<file path="config.mk">
export PLATFORM = sky130hd
export DESIGN_NAME = alu_issue_buffer_flat
export DESIGN_NICKNAME = d
export VERILOG_FILES = /design/src/rtl/alu_issue_buffer_if.sv /design/src/rtl/alu_issue_buffer.sv /design/src/flat_wrapper.sv
export SDC_FILE = /design/constraint.sdc
export NUM_CORES = 1
export LEC_CHECK = 0
export CORE_MARGIN = 1.5
export CORE_UTILIZATION = 30
export DETAILED_ROUTE_END_ITERATION = 6
export MAX_ROUTING_LAYER = met4
export PLACE_DENSITY_LB_ADDON = 0.25
export SYNTH_ARGS = -nofsm -noshare
export SYNTH_HDL_FRONTEND = slang
export SYNTH_SLANG_ARGS = --single-unit
</file>
<file path="constraint.sdc">
create_clock -name Clk -period 4.35 [get_ports Clk]
set_input_delay 1.305 -clock Clk [delete_from_list [all_inputs] [get_ports Clk]]
set_output_delay 1.305 -clock Clk [all_outputs]
set_load 0.03 [all_outputs]
</file>
<file path="src/rtl/alu_issue_buffer_if.sv">
// alu_issue_buffer_if: handshake bundle between fetch, the issue buffer and execute.
//   in_valid/in_ready/in_inst/in_pc : fetch -> buffer intake handshake
//   out_valid/out_ready             : buffer -> execute issue handshake
//   alu_op, class flags, operand,
//   pc_out                          : decoded head entry presented to execute
// slave modport is the buffer side; master modport is the surrounding pipeline side.
interface alu_issue_buffer_if #(
  parameter int unsigned PCW = 8
);
  logic           in_valid;
  logic           in_ready;
  logic [8:0]     in_inst;
  logic [PCW-1:0] in_pc;
  logic           out_valid;
  logic           out_ready;
  logic [3:0]     alu_op;
  logic           alu_en;
  logic           ld;
  logic           st;
  logic           br;
  logic           movi;
  logic           halt;
  logic [4:0]     operand;
  logic [PCW-1:0] pc_out;

  modport slave (
    input  in_valid, in_inst, in_pc, out_ready,
    output in_ready, out_valid, alu_op, alu_en, ld, st, br, movi, halt, operand, pc_out
  );

  modport master (
    output in_valid, in_inst, in_pc, out_ready,
    input  in_ready, out_valid, alu_op, alu_en, ld, st, br, movi, halt, operand, pc_out
  );
endinterface

</file>
<file path="src/rtl/alu_issue_buffer.sv">
// alu_issue_buffer: decode-and-issue stage upstream of the ALU.
// Decodes 9-bit instructions at intake, holds up to two decoded entries in a skid buffer
// and issues them to execute. A HALTED/RUN machine gates intake (Start / HALT opcode).
// Ports:
//   Clk         : clock, rising edge
//   Reset       : synchronous active-high reset
//   Start       : HALTED -> RUN pulse
//   Flush       : synchronous buffer clear (state unaffected)
//   bus         : intake and issue handshakes plus decoded head entry (slave side)
//   issue_count : number of completed output handshakes, wraps at 16 bits
module alu_issue_buffer #(
  parameter int unsigned DEPTH = 2,
  parameter int unsigned PCW   = 8
) (
  input  logic                Clk,
  input  logic                Reset,
  input  logic                Start,
  input  logic                Flush,
  alu_issue_buffer_if.slave   bus,
  output logic [15:0]         issue_count
);

  typedef struct packed {
    logic [3:0]     alu_op;
    logic           alu_en;
    logic           ld;
    logic           st;
    logic           br;
    logic           movi;
    logic           halt;
    logic [4:0]     operand;
    logic [PCW-1:0] pc;
  } entry_t;

  typedef enum logic [0:0] {StHalted, StRun} state_e;

  state_e      state_q, state_d;
  entry_t      mem_q [DEPTH];
  logic        head_q, tail_q;
  logic [1:0]  count_q;
  logic [15:0] issue_count_q;

  entry_t      dec;
  entry_t      head;
  logic [3:0]  opcode;
  logic        in_ready;
  logic        out_valid;
  logic        push;
  logic        pop;

  assign opcode    = bus.in_inst[8:5];
  assign out_valid = (count_q != 2'd0);
  assign push      = bus.in_valid & in_ready;
  assign pop       = out_valid & bus.out_ready;

  // Decode at intake so the buffer stores ready-to-issue control.
  always_comb begin
    dec         = '0;
    dec.operand = bus.in_inst[4:0];
    dec.pc      = bus.in_pc;
    if (opcode <= 4'd10) begin
      dec.alu_op = opcode;
      dec.alu_en = 1'b1;
    end else begin
      case (opcode)
        4'd11:   dec.ld   = 1'b1;
        4'd12:   dec.st   = 1'b1;
        4'd13:   dec.br   = 1'b1;
        4'd14:   dec.movi = 1'b1;
        default: dec.halt = 1'b1;
      endcase
    end
  end

  // FSM: state register
  always_ff @(posedge Clk) begin
    if (Reset) begin
      state_q <= StHalted;
    end else begin
      state_q <= state_d;
    end
  end

  // FSM: next state. Flush cannot coincide with a push, so HALT intake is never lost.
  always_comb begin
    state_d = state_q;
    case (state_q)
      StHalted: if (Start) state_d = StRun;
      StRun:    if (push && (opcode == 4'd15)) state_d = StHalted;
      default:  state_d = StHalted;
    endcase
  end

  // FSM: outputs. in_ready is independent of out_ready; no skid through a full buffer.
  always_comb begin
    in_ready = (state_q == StRun) && (count_q != 2'(DEPTH)) && !Flush;
  end

  always_ff @(posedge Clk) begin
    if (Reset) begin
      head_q        <= 1'b0;
      tail_q        <= 1'b0;
      count_q       <= 2'd0;
      issue_count_q <= 16'd0;
    end else if (Flush) begin
      head_q  <= 1'b0;
      tail_q  <= 1'b0;
      count_q <= 2'd0;
    end else begin
      if (push) tail_q <= ~tail_q;
      if (pop) begin
        head_q        <= ~head_q;
        issue_count_q <= issue_count_q + 16'd1;
      end
      case ({push, pop})
        2'b10:   count_q <= count_q + 2'd1;
        2'b01:   count_q <= count_q - 2'd1;
        default: count_q <= count_q;
      endcase
    end
  end

  // Storage needs no reset: entries are only visible while count_q covers them.
  always_ff @(posedge Clk) begin
    if (push) mem_q[tail_q] <= dec;
  end

  assign head = out_valid ? mem_q[head_q] : '0;

  assign bus.in_ready  = in_ready;
  assign bus.out_valid = out_valid;
  assign bus.alu_op    = head.alu_op;
  assign bus.alu_en    = head.alu_en;
  assign bus.ld        = head.ld;
  assign bus.st        = head.st;
  assign bus.br        = head.br;
  assign bus.movi      = head.movi;
  assign bus.halt      = head.halt;
  assign bus.operand   = head.operand;
  assign bus.pc_out    = head.pc;
  assign issue_count   = issue_count_q;

endmodule

</file>
<file path="src/flat_wrapper.sv">
// flat-port wrapper written by rule: the top's interface ports become plain ports
module alu_issue_buffer_flat 
#(
  parameter int unsigned DEPTH = 2,
  parameter int unsigned PCW   = 8
)
  (Clk, Reset, Start, Flush, issue_count, bus_in_valid, bus_in_inst, bus_in_pc, bus_out_ready, bus_in_ready, bus_out_valid, bus_alu_op, bus_alu_en, bus_ld, bus_st, bus_br, bus_movi, bus_halt, bus_operand, bus_pc_out);
  alu_issue_buffer_if #(.PCW(PCW)) bus_i ();
  input  logic Clk;
  input  logic Reset;
  input  logic Start;
  input  logic Flush;
  output logic [15:0] issue_count;
  input wire logic [$bits(bus_i.in_valid)-1:0] bus_in_valid;
  input wire logic [$bits(bus_i.in_inst)-1:0] bus_in_inst;
  input wire logic [$bits(bus_i.in_pc)-1:0] bus_in_pc;
  input wire logic [$bits(bus_i.out_ready)-1:0] bus_out_ready;
  output wire logic [$bits(bus_i.in_ready)-1:0] bus_in_ready;
  output wire logic [$bits(bus_i.out_valid)-1:0] bus_out_valid;
  output wire logic [$bits(bus_i.alu_op)-1:0] bus_alu_op;
  output wire logic [$bits(bus_i.alu_en)-1:0] bus_alu_en;
  output wire logic [$bits(bus_i.ld)-1:0] bus_ld;
  output wire logic [$bits(bus_i.st)-1:0] bus_st;
  output wire logic [$bits(bus_i.br)-1:0] bus_br;
  output wire logic [$bits(bus_i.movi)-1:0] bus_movi;
  output wire logic [$bits(bus_i.halt)-1:0] bus_halt;
  output wire logic [$bits(bus_i.operand)-1:0] bus_operand;
  output wire logic [$bits(bus_i.pc_out)-1:0] bus_pc_out;
  assign bus_i.in_valid = bus_in_valid;
  assign bus_i.in_inst = bus_in_inst;
  assign bus_i.in_pc = bus_in_pc;
  assign bus_i.out_ready = bus_out_ready;
  assign bus_in_ready = bus_i.in_ready;
  assign bus_out_valid = bus_i.out_valid;
  assign bus_alu_op = bus_i.alu_op;
  assign bus_alu_en = bus_i.alu_en;
  assign bus_ld = bus_i.ld;
  assign bus_st = bus_i.st;
  assign bus_br = bus_i.br;
  assign bus_movi = bus_i.movi;
  assign bus_halt = bus_i.halt;
  assign bus_operand = bus_i.operand;
  assign bus_pc_out = bus_i.pc_out;
  alu_issue_buffer #(.DEPTH(DEPTH), .PCW(PCW)) u_core (.Clk(Clk), .Reset(Reset), .Start(Start), .Flush(Flush), .bus(bus_i), .issue_count(issue_count));
endmodule
</file>
* Word level (Yosys, flattened, before mapping)
Memories as Yosys holds them, arrays and structs flattened. A register that Yosys moved wholly into a read port is not among the register bits.
Index checks and enable logic that the tools add are counted.
** Storage, ports and cells
- Register bits :: 21
- Bits in writable memories :: 46
- Output and inout bits :: 41
- Logic and storage cells :: 49
- Memories :: 1
** Memory list
- u_core.mem_q :: depth 2, width 23, read ports 1, clocked after Yosys merged registers in 1, write ports 1, RTL line alu_issue_buffer.sv:38 : entry_t mem_q [DEPTH];
** Cells by class
- Add/sub/neg operators :: 3
- Magnitude comparators :: 1
- Equal/unequal tests :: 8
- Muxes and demuxes :: 16
- Bitwise logic cells :: 6
- Reductions and logical operators :: 9
** Operator list (count)
- $mux 23 :: 1
- $eq 4x4->1 const B :: 5
- $add 16x1->16 const B :: 1
- $mux 1 :: 11
- $mux 5 :: 2
- $le 4x4->1 const B :: 1
- $not 1->1 :: 4
- $pmux 2 s2 :: 1
- $reduce_bool 2->1 :: 2
- $reduce_or 4->1 :: 1
- $logic_and 1x1->1 :: 3
- $add 2x1->2 const B :: 1
- $and 1x1->1 :: 2
- $eq 2x1->1 const B :: 1
- $eq 2x2->1 const B :: 1
- $ne 2x2->1 const B :: 1
- $pmux 1 s2 :: 1
- $reduce_and 2->1 :: 1
- $reduce_or 2->1 :: 1
- $sub 2x1->2 const B :: 1
- $logic_not 1->1 :: 1

* Depth between registers and ports, before layout
Gate-level depths: netlist of run 1.
- Word-level depth :: 7
- Gate-level depth with buffers :: 8

* Least setup slack after synthesis of run 1
No wires, ideal clock.
- Path kind :: input-to-output
- Start point :: input port Flush
- End point :: output port bus_in_ready
- Data arrival time :: 2.305 ns
- Setup slack :: 0.740 ns
- Cell stages on the path :: 2
- Cell sequence :: clkbuf_1 nor3b_1
** On the way
- Longest elaborated chain between the ends :: 2
** Ends and longest elaborated chain
- from (decl) :: RTL line flat_wrapper.sv:12 : input logic Flush;
- $logic_not 1->1 :: RTL line alu_issue_buffer.sv:96 : in_ready = (state_q == StRun) && (count_q != 2'(DEPTH)) && !Flush;
- $logic_and 1x1->1 :: RTL line alu_issue_buffer.sv:96
- to (decl) :: RTL line flat_wrapper.sv:18 : output wire logic [$bits(bus_i.in_ready)-1:0] bus_in_ready;
Every way passes these cells.

* Final worst setup path of run 1
Ends and elaborated chain as after synthesis.

==> results of run 1 <==
final cells by class:
cell class / count / area [um^2]
Clock buffer: 12 / 178
Clock inverter: 4 / 51.3
Fill cell: 893 / 5360
Inverter: 5 / 18.8
Multi-Input combinational cell: 144 / 915
Sequential cell: 68 / 1820
Tap cell: 111 / 139
Timing Repair Buffer: 68 / 666
synthesized netlist by cell type:
cell type | number | area share, %
mux2i_1 | 23 | 8.2
xnor2_1 | 9 | 2.8
nand2_1 | 7 | 0.94
inv_1 | 5 | 0.67
a311oi_1 | 1 | 0.31
nor2_1 | 39 | 5.2
o21ai_1 | 1 | 0.18
or3_1 | 8 | 1.8
nor2b_1 | 1 | 0.22
and4_1 | 2 | 0.63
or4_4 | 1 | 0.40
nor3_1 | 7 | 1.3
and2_1 | 2 | 0.45
nor4b_1 | 2 | 0.63
nand4_1 | 3 | 0.67
ha_1 | 2 | 0.90
o31ai_1 | 1 | 0.27
clkbuf_1 | 7 | 0.94
dfxtp_1 | 22 | 16
nor4_1 | 1 | 0.22
or4_1 | 1 | 0.27
nand4bb_1 | 1 | 0.40
buf_1 | 2 | 0.27
xor2_1 | 3 | 0.94
nand3_1 | 5 | 0.90
buf_6 | 1 | 0.40
and2b_1 | 1 | 0.27
o21ai_0 | 9 | 1.6
nor3b_1 | 4 | 1.1
nand2b_1 | 1 | 0.22
a21oi_1 | 9 | 1.6
edfxtp_1 | 46 | 49
metal layers:
layer	vias to the layer above	track usage (%)	routed length, um
met5	-	-	0
met1	917	15.2	2610
met2	61	18.3	2570
li1	961	-	-
met3	4	5.06	328
met4	0	4.33	41
worst max-delay path: cells and delay by family:
kind	cells	cell delay [ps]
and+or+nand+nor	1	270
buffers and inverters	2	630
flip-flops by register name, indices dropped and copies added, names as in the netlist, named ones only:
| name | cells |
|---|---|
| u_core.mem_q | 46 |
| u_core.issue_count | 16 |
| u_core.count_q | 2 |
| u_core.head_q | 1 |
| u_core.state_q | 1 |
| u_core.tail_q | 1 |
cells by family after synthesis:
family,Yosys count
DFF,68
AOI/OAI and AO/OA,21
buffers and inverters,15
muxes,23
xor gates and xnor gates,12
and+or+nand+nor,86
adders and majority gates,2
through the flow:
| step | area (um^2) | cells | setup WS (ps) | total power [mW] |
|---|---|---|---|---|
| finish | 3790 | 412 | 840 | 1.34 |
| global route | 3790 | 412 | 749 | 1.40 |
| CTS | 3790 | 412 | 822 | 1.36 |
| detailed placement | 3560 | 396 | 824 | 0.784 |
| global placement | 3560 | 396 | 823 | 0.783 |
| floorplan | 2790 | 227 | 740 | 0.744 |
how the worst max path moves through the flow:
stage                   end  slack (ps)   from
2_1_floorplan  bus_in_ready         740  Flush
3_3_place_gp   bus_in_ready         820  Flush
3_5_place_dp   bus_in_ready         820  Flush
4_1_cts        bus_in_ready         820  Flush
5_1_grt        bus_in_ready         750  Flush
6_report       bus_in_ready         840  Flush
power by group through the flow:
| stage | registers [mW] | clock network (mW) | logic (mW) |
|---|---|---|---|
| after floorplan | 0.713 | 0 | 0.0306 |
| after global placement | 0.713 | 0 | 0.0696 |
| after detailed placement | 0.714 | 0 | 0.0702 |
| after CTS | 0.699 | 0.594 | 0.0704 |
| after global routing | 0.699 | 0.625 | 0.0754 |
| final | 0.699 | 0.576 | 0.0694 |
==> metrics.md, run 1 <==
| Metric | Value |
|---|---|
| Final HPWL DP | 3570 um |
| CTS tree | done |
| First-pass GRT wire length | 9110 um |
| CTS Hold Bufs | 0 |
| CORE AREA | 0.00915 mm^2 |
| WL/cell | 13.5 um |
| Share of layout cells above drive strength 1 | 8.31% |
| Required @ worst endpoint | 3040 ps |
| Die X | 99.5 um |
| Final hold slack | 498 ps |
| Largest family of logic cells by synthesized area | simple AND/OR/NAND/NOR gates |
| TritonCTS Buffers | 9 |
| Fin crit share | 80.7% |
| Latest clock arrival within the worst-skew pair | 340 ps |
| Hold Path Class | reg2reg |
| Worst reg2reg startpoint | u_core.count_q[0]$_SDFFE_PP0P_ |
| Max Root-Sink Buffers | 2 |
| Clk sinks | 68 |
| RePlAce Congestion | 0.743 |
| Max incr delay on CP | 420 ps |
| Initial antenna violation count | 0 |
| Power Dens Cells | 355 mW/mm^2 |
| Setup TNS | 0 ps |
| Max-Cap Viols | 0 |
| Die area | 0.00990 mm^2 |
| Worst Hold Depth | 2 |
| Comb power frac | 5.2% |
| Final setup violation count | 0 |
| Syn avg cell area | 12.3 um^2 |
| Hold path start | u_core.issue_count[12]$_SDFFE_PP0P_ |
| Synth Area in Compound Gates | 3.99% |
| Minimum clock period | 3510 ps |
| # IOs | 64 |
| Vias in the first global route | 1,936 |
| WP data arrival | 2210 ps |
| DR vias | 1,943 |
| Crit-path slowest cell | clkdlybuf4s50_1 |
| Total GRT Usage | 12.4% |
| Leak | 1.19 nW |
| Hold Crit Endpoint | u_core.issue_count[12]$_SDFFE_PP0P_ |
| Hold Fails Final Rpt | 0 |
| Count of cell types in the netlist | 32 |
| Clock transition at path regs | 80 ps |
| Largest net degree at the start of global routing | 25 |
| XOR/XNOR share of the synthesized area | 3.76% |
| Clock power frac | 42.8% |
| Crit start category | input pin |
| FF-to-FF path depth | 4 |
| Status | finished, final reports clean |
| Reg power frac | 52.0% |
| Crit path kind | in2out |
| Most frequent cells in the layout | 62 x clkdlybuf4s50_1, 46 x edfxtp_1, 36 x nor2_1 |
| Layout Area Growth over Synthesis | 35.7% |
| H-tree levels | 3 |
| Max_slew headroom | 46.5% |
| Switching share of power | 20.7% |
| Congestion Overflow GR | 0 |
| Commonest non-fill, non-tap cell in the layout | clkdlybuf4s50_1 |
| Net count, final | 321 |
| Root Buffer | clkbuf_8 |
| Max VDD drop | 0.132 mV |
| DRC viols | 0 |
| NetSw | 0.278 mW |
| Achievable Freq | 285 MHz |
| Initial DRC count | 76 |
| Total nets after synthesis | 252 |
| DIE HEIGHT | 99.5 um |
| Drt pass-1 iters | 6 |
| Post-CTS setup repair buffer count | 0 |
| Detail Route Antenna Nets | 0 |
| Int Pwr | 1.07 mW |
| Post-cts repair resize count | 0 |
| Crit. End Element | output pin |
| Reg-to-reg slack, setup | 2220 ps |
| CP Max Fanout | 2 |
| Inserted Diodes | 0 |
| Worst-path cell chain | clkdlybuf4s50_1, nor3b_1, buf_4 |
| Vias per cell | 4.72 |
| IO buf count | 63 |
| Post-synthesis mux area share | 8.24% |
| Final Max Tran Viols | 0 |
| RSZ-0062 raised after global routing | no |
| Starting density of the core | 30.5% |
| Post-layout util | 41.4% |
| Cell Area, Synth | 0.00279 mm^2 |
| Part of the Yosys area used for sequential elements | 65.2% |
| Ys Warns | 0 |
| Worst reg2reg endpoint | u_core.issue_count[15]$_SDFFE_PP0P_ |
| Total routed wirelength | 5550 um |
| Post-synthesis adder-cell area fraction | 0.896% |
| Post-Synthesis Cells | 227 |
| Post-Synth Simple-Gate Area | 15.6% |
| Final Skew | 10.0 ps |
| Worst-Margin Slew | 800 ps |
| Row count | 35 |
| Yosys reg bits | 68 |
Note: power is estimated with default switching activity, not from simulation.
==> inputs of run 2 (changes only) <==
==> constraint.sdc (replaced) <==
create_clock -name Clk -period 2.9 [get_ports Clk]
set_input_delay 0.87 -clock Clk [delete_from_list [all_inputs] [get_ports Clk]]
set_output_delay 0.87 -clock Clk [all_outputs]
set_load 0.03 [all_outputs]
==> run 2 against run 1 <==
Against the previous run:
- routed wire length rose by 1.3%
- final cell count is 0.97% higher
- global-route usage rose by 0.31 points
- sequential cell count is the same
- hold slack got worse by 5.3 ps
==> metrics.md, run 2 (same netlist as run 1, synthesis figures left out) <==
| Metric | Value |
|---|---|
| Total GRT Usage | 12.7% |
| Worst reg2reg startpoint | u_core.count_q[0]$_SDFFE_PP0P_ |
| CTS tree | done |
| CORE AREA | 0.00915 mm^2 |
| Clock power frac | 42.0% |
| Share of layout cells above drive strength 1 | 16.7% |
| Detail Route Antenna Nets | 0 |
| Row count | 35 |
| Initial antenna violation count | 0 |
| Largest net degree at the start of global routing | 24 |
| Top reg by flops | u_core.mem_q |
| Final Max Tran Viols | 0 |
| FF-to-FF path depth | 4 |
| WP buf/inv | 2 |
| First-pass GRT wire length | 9290 um |
| Die area | 0.00990 mm^2 |
| Congestion Overflow GR | 0 |
| Root Buffer | clkbuf_8 |
| Final Skew | 11.5 ps |
| Final setup violation count | 0 |
| Switching share of power | 20.4% |
| Reg-to-reg slack, setup | 1010 ps |
| Crit path kind | in2out |
| Clock transition at path regs | 80 ps |
| Fin crit share | 95.0% |
| IO buf count | 63 |
| H-tree levels | 3 |
| Comb power frac | 5.3% |
| WL/cell | 13.5 um |
| Hold Fails Final Rpt | 0 |
| RSZ-0062 raised after global routing | no |
| Layout Area Growth over Synthesis | 35.1% |
| Initial DRC count | 54 |
| Most frequent cells in the layout | 46 x edfxtp_1, 39 x clkdlybuf4s50_1, 36 x nor2_1 |
| Max_slew headroom | 45.3% |
| DIE HEIGHT | 99.5 um |
| Max FFs per register | 46 |
| Drt pass-1 iters | 4 |
| Total Power | 1.99 mW |
| DRC viols | 0 |
| Final HPWL DP | 3800 um |
| NetSw | 0.406 mW |
| Reg power frac | 52.7% |
| CP Max Fanout | 6 |
| # IOs | 64 |
| Vias per cell | 4.65 |
| Max incr delay on CP | 480 ps |
| Post-CTS setup repair buffer count | 0 |
| Hold Path Class | reg2reg |
| DR vias | 1,935 |
| Crit. End Element | output pin |
| Status | finished, final reports clean |
| Worst Hold Depth | 2 |
| Max-Cap Viols | 0 |
| Post-cts repair resize count | 0 |
| Power Dens Cells | 528 mW/mm^2 |
| Achievable Freq | 363 MHz |
| TritonCTS Buffers | 9 |
| Required @ worst endpoint | 2030 ps |
| Worst-Margin Slew | 818 ps |
| Crit-path slowest cell | clkdlybuf4s50_1 |
| Setup TNS | 0 ps |
| Inserted Diodes | 0 |
| Worst-path cell chain | clkdlybuf4s50_1, nor3b_1, buf_4 |
| RePlAce Congestion | 0.775 |
| Int Pwr | 1.59 mW |
| CP Launch Point | Flush |
| Total routed wirelength | 5630 um |
| Leak | 1.25 nW |
| Hold path start | u_core.issue_count[15]$_SDFFE_PP0P_ |
| Max Root-Sink Buffers | 2 |
| Clk sinks | 68 |
| Fillers | 873 |
| Latest clock arrival within the worst-skew pair | 330 ps |
| Hold Crit Endpoint | u_core.issue_count[15]$_SDFFE_PP0P_ |
| Minimum clock period | 2760 ps |
| Worst reg2reg endpoint | u_core.issue_count[15]$_SDFFE_PP0P_ |
| Crit start category | input pin |
| WP data arrival | 1890 ps |
| Commonest non-fill, non-tap cell in the layout | edfxtp_1 |
| Starting density of the core | 30.5% |
| CP top delay family | buffers and inverters |
| Net count, final | 325 |
| CTS Hold Bufs | 0 |
| Vias in the first global route | 1,861 |
| Max VDD drop | 0.293 mV |
| Die X | 99.5 um |
-- run 2: cell types whose count changed in the layout (fill, tap and decap cells not counted) --
cell,delta
clkinv_4,+1
clkdlybuf4s50_1,-23
clkbuf_1,+1
clkbuf_16,-2
buf_12,+2
buf_4,+25
bufinv_16,+1
clkinv_2,-1
-- run 2: metrics by stage --
| stage | area (um^2) | worst slack, ps | util (%) | hold slack (ps) | std cells |
|---|---|---|---|---|---|
| global route | 3770 | 27.7 | 41.2 | 525 | 416 |
| CTS | 3770 | 124 | 41.2 | 499 | 416 |
| finish | 3770 | 144 | 41.2 | 493 | 416 |
| detailed placement | 3560 | 134 | 38.9 | 482 | 400 |
| floorplan | 2790 | 160 | - | 479 | 227 |
| global placement | 3560 | 129 | 38.9 | 484 | 400 |
-- run 2: area by class of cell --
cell class,count,area [um^2],area share [%]
Clock buffer,11,131,3.48
Clock inverter,5,85.1,2.25
Inverter,5,18.8,0.497
Multi-Input combinational cell,144,915,24.2
Sequential cell,68,1820,48.3
Tap cell,111,139,3.68
Timing Repair Buffer,72,663,17.6
-- run 2: worst min-delay path: cells and delay by family (launching register included) --
kind | cells | cell delay [ps]
AO/OA/AOI/OAI | 2 | 120
flip-flops | 1 | 330
-- run 2: how the worst max path moves through the flow --
stage / depth (start not counted) / endpoint / slack [ps]
4_1_cts: 3 / bus_in_ready / 120
2_1_floorplan: 2 / bus_in_ready / 160
3_3_place_gp: 3 / bus_in_ready / 130
6_report: 3 / bus_in_ready / 140
5_1_grt: 3 / bus_in_ready / 30
3_5_place_dp: 3 / bus_in_ready / 130
-- run 2: routing by layer --
layer  global-route usage (%)  vias up  share of wire [%]
li1                         -      966                  -
met2                     19.6       60                 45
met4                     4.55        0                1.7
met3                     4.22       10                5.5
met5                        -        -                  0
met1                     15.5      899                 48
-- run 2: power by group through the flow --
stage                     Combinational, mW  Clock, mW  Sequential [mW]
after global routing                  0.117      0.904             1.05
after global placement                0.106          0             1.07
after CTS                             0.108      0.863             1.05
after detailed placement              0.107          0             1.07
after floorplan                      0.0458          0             1.07
final                                 0.106      0.837             1.05
==> inputs of run 3 (changes only) <==
--- a/config.mk
+++ b/config.mk
@@ -10,6 +10,7 @@
 export DETAILED_ROUTE_END_ITERATION = 6
 export MAX_ROUTING_LAYER = met4
 export PLACE_DENSITY_LB_ADDON = 0.25
+export RECOVER_POWER = 50
 export SYNTH_ARGS = -nofsm -noshare
 export SYNTH_HDL_FRONTEND = slang
 export SYNTH_SLANG_ARGS = --single-unit
==> run 3 against run 2 <==
Against the previous run:
- combinational power shrank 6%
- clock power is essentially flat
- via count grew 0.21%
- utilization shrank 0.16 points
- final area shrank 0.40%
- critical path type unchanged
- critical endpoint unchanged
- largest cell class unchanged
==> metrics.md, run 3 (same netlist as run 1, synthesis figures left out) <==
| Metric | Value |
|---|---|
| Status | finished, final reports clean |
| Setup ws final | 161 ps |
| Total routed wirelength | 5600 um |
| Achievable Freq | 365 MHz |
| WP data arrival | 1870 ps |
| IO buf count | 63 |
| Total Power | 1.98 mW |
| DR vias | 1,939 |
| Die area | 0.00990 mm^2 |
| Post-CTS setup repair buffer count | 0 |
| Initial antenna violation count | 0 |
| Layout Area Growth over Synthesis | 34.6% |
| Max_slew headroom | 45.2% |
| Fillers | 878 |
| Power Dens Cells | 528 mW/mm^2 |
| Net count, final | 325 |
| Fin crit share | 94.4% |
| # IOs | 64 |
| WL/cell | 13.5 um |
| CTS Hold Bufs | 0 |
| H-tree levels | 3 |
| DIE HEIGHT | 99.5 um |
| Total GRT Usage | 12.7% |
| Row count | 35 |
| CP Max Fanout | 6 |
| Commonest non-fill, non-tap cell in the layout | edfxtp_1 |
| Hold path start | u_core.issue_count[15]$_SDFFE_PP0P_ |
| Reg-to-reg slack, setup | 860 ps |
| Worst slack, placed | 134 ps |
| First-pass GRT wire length | 9290 um |
| Switching share of power | 20.4% |
| Final Skew | 11.4 ps |
| Drt pass-1 iters | 4 |
| Multi-input gate area | 911 um^2 |
| Crit. End Element | output pin |
| Max Root-Sink Buffers | 2 |
| Hold Crit Endpoint | u_core.issue_count[15]$_SDFFE_PP0P_ |
| Worst reg2reg startpoint | u_core.count_q[0]$_SDFFE_PP0P_ |
| Hold Path Class | reg2reg |
| Setup TNS | 0 ps |
| Final setup violation count | 0 |
| Detail Route Antenna Nets | 0 |
| Int Pwr | 1.58 mW |
| Clock transition at path regs | 80 ps |
| Leak | 1.28 nW |
| Crit path kind | in2out |
| Worst Hold Depth | 2 |
| Largest net degree at the start of global routing | 24 |
| Clk sinks | 68 |
| FF-to-FF path depth | 4 |
| Post-cts repair resize count | 0 |
| Initial DRC count | 54 |
| Clock power frac | 42.1% |
| TritonCTS Buffers | 9 |
| RSZ-0062 raised after global routing | no |
| DRC viols | 0 |
| Max VDD drop | 0.292 mV |
| Most frequent cells in the layout | 46 x edfxtp_1, 36 x nor2_1, 28 x buf_4 |
| Hold Fails Final Rpt | 0 |
| Max-Cap Viols | 0 |
| Comb power frac | 5.0% |
| Minimum clock period | 2740 ps |
| Max FFs per register | 46 |
| Worst-Margin Slew | 819 ps |
| Vias in the first global route | 1,861 |
| Register Area | 0.00182 mm^2 |
| Root Buffer | clkbuf_8 |
| Share of layout cells above drive strength 1 | 15.4% |
| Top reg by flops | u_core.mem_q |
| CORE AREA | 0.00915 mm^2 |
| Reg power frac | 52.8% |
| CTS tree | done |
| Final HPWL DP | 3800 um |
| Congestion Overflow GR | 0 |
| Vias per cell | 4.66 |
| Final Max Tran Viols | 0 |
| RePlAce Congestion | 0.775 |
| Inserted Diodes | 0 |
| Worst reg2reg endpoint | u_core.issue_count[15]$_SDFFE_PP0P_ |
| Latest clock arrival within the worst-skew pair | 330 ps |
| Die X | 99.5 um |
| Crit start category | input pin |
| Required @ worst endpoint | 2030 ps |
| Starting density of the core | 30.5% |
| NetSw | 0.406 mW |
==> run 3: routing by layer <==
metal	up-vias	GRT usage [%]	part of all wire, %
li1	965	-	-
met1	906	15.5	47
met2	58	19.6	45
met3	10	4.22	5.4
met4	0	4.55	1.7
met5	-	-	0
==> run 3: worst max-delay path, cell delays in order <==
cell             delay [ps]
clkdlybuf4s50_1         480
nor3b_1                 300
buf_4                   220
==> run 3: area by class of cell <==
class	count	area share [%]
clock inverter	5	2.26
sequential	68	48.5
clock buffer	11	3.50
tap	111	3.70
timing repair buffer	72	17.3
multi-input combinational	144	24.2
inverter	5	0.499
==> run 3: through the flow <==
stage / utilization, % / cells / cell area (um^2) / hold slack [ps]
after floorplan: - / 227 / 2790 / 479
after global placement: 38.9 / 400 / 3560 / 484
after detailed placement: 38.9 / 400 / 3560 / 482
after CTS: 41.2 / 416 / 3770 / 499
after global routing: 41.1 / 416 / 3760 / 522
final: 41.1 / 416 / 3760 / 491
==> run 3: power by group through the flow <==
stage / Sequential [mW] / Combinational (mW) / Clock (mW)
after floorplan: 1.07 / 0.0458 / 0
after global placement: 1.07 / 0.106 / 0
after detailed placement: 1.07 / 0.107 / 0
after CTS: 1.05 / 0.108 / 0.863
after global routing: 1.05 / 0.111 / 0.904
final: 1.05 / 0.100 / 0.836
==> run 3: worst max path at each step <==
stage          slack [ps]  startpoint  cells past startpoint            to
5_1_grt                40       Flush                      3  bus_in_ready
3_5_place_dp          130       Flush                      3  bus_in_ready
4_1_cts               120       Flush                      3  bus_in_ready
3_3_place_gp          130       Flush                      3  bus_in_ready
2_1_floorplan         160       Flush                      2  bus_in_ready
6_report              160       Flush                      3  bus_in_ready
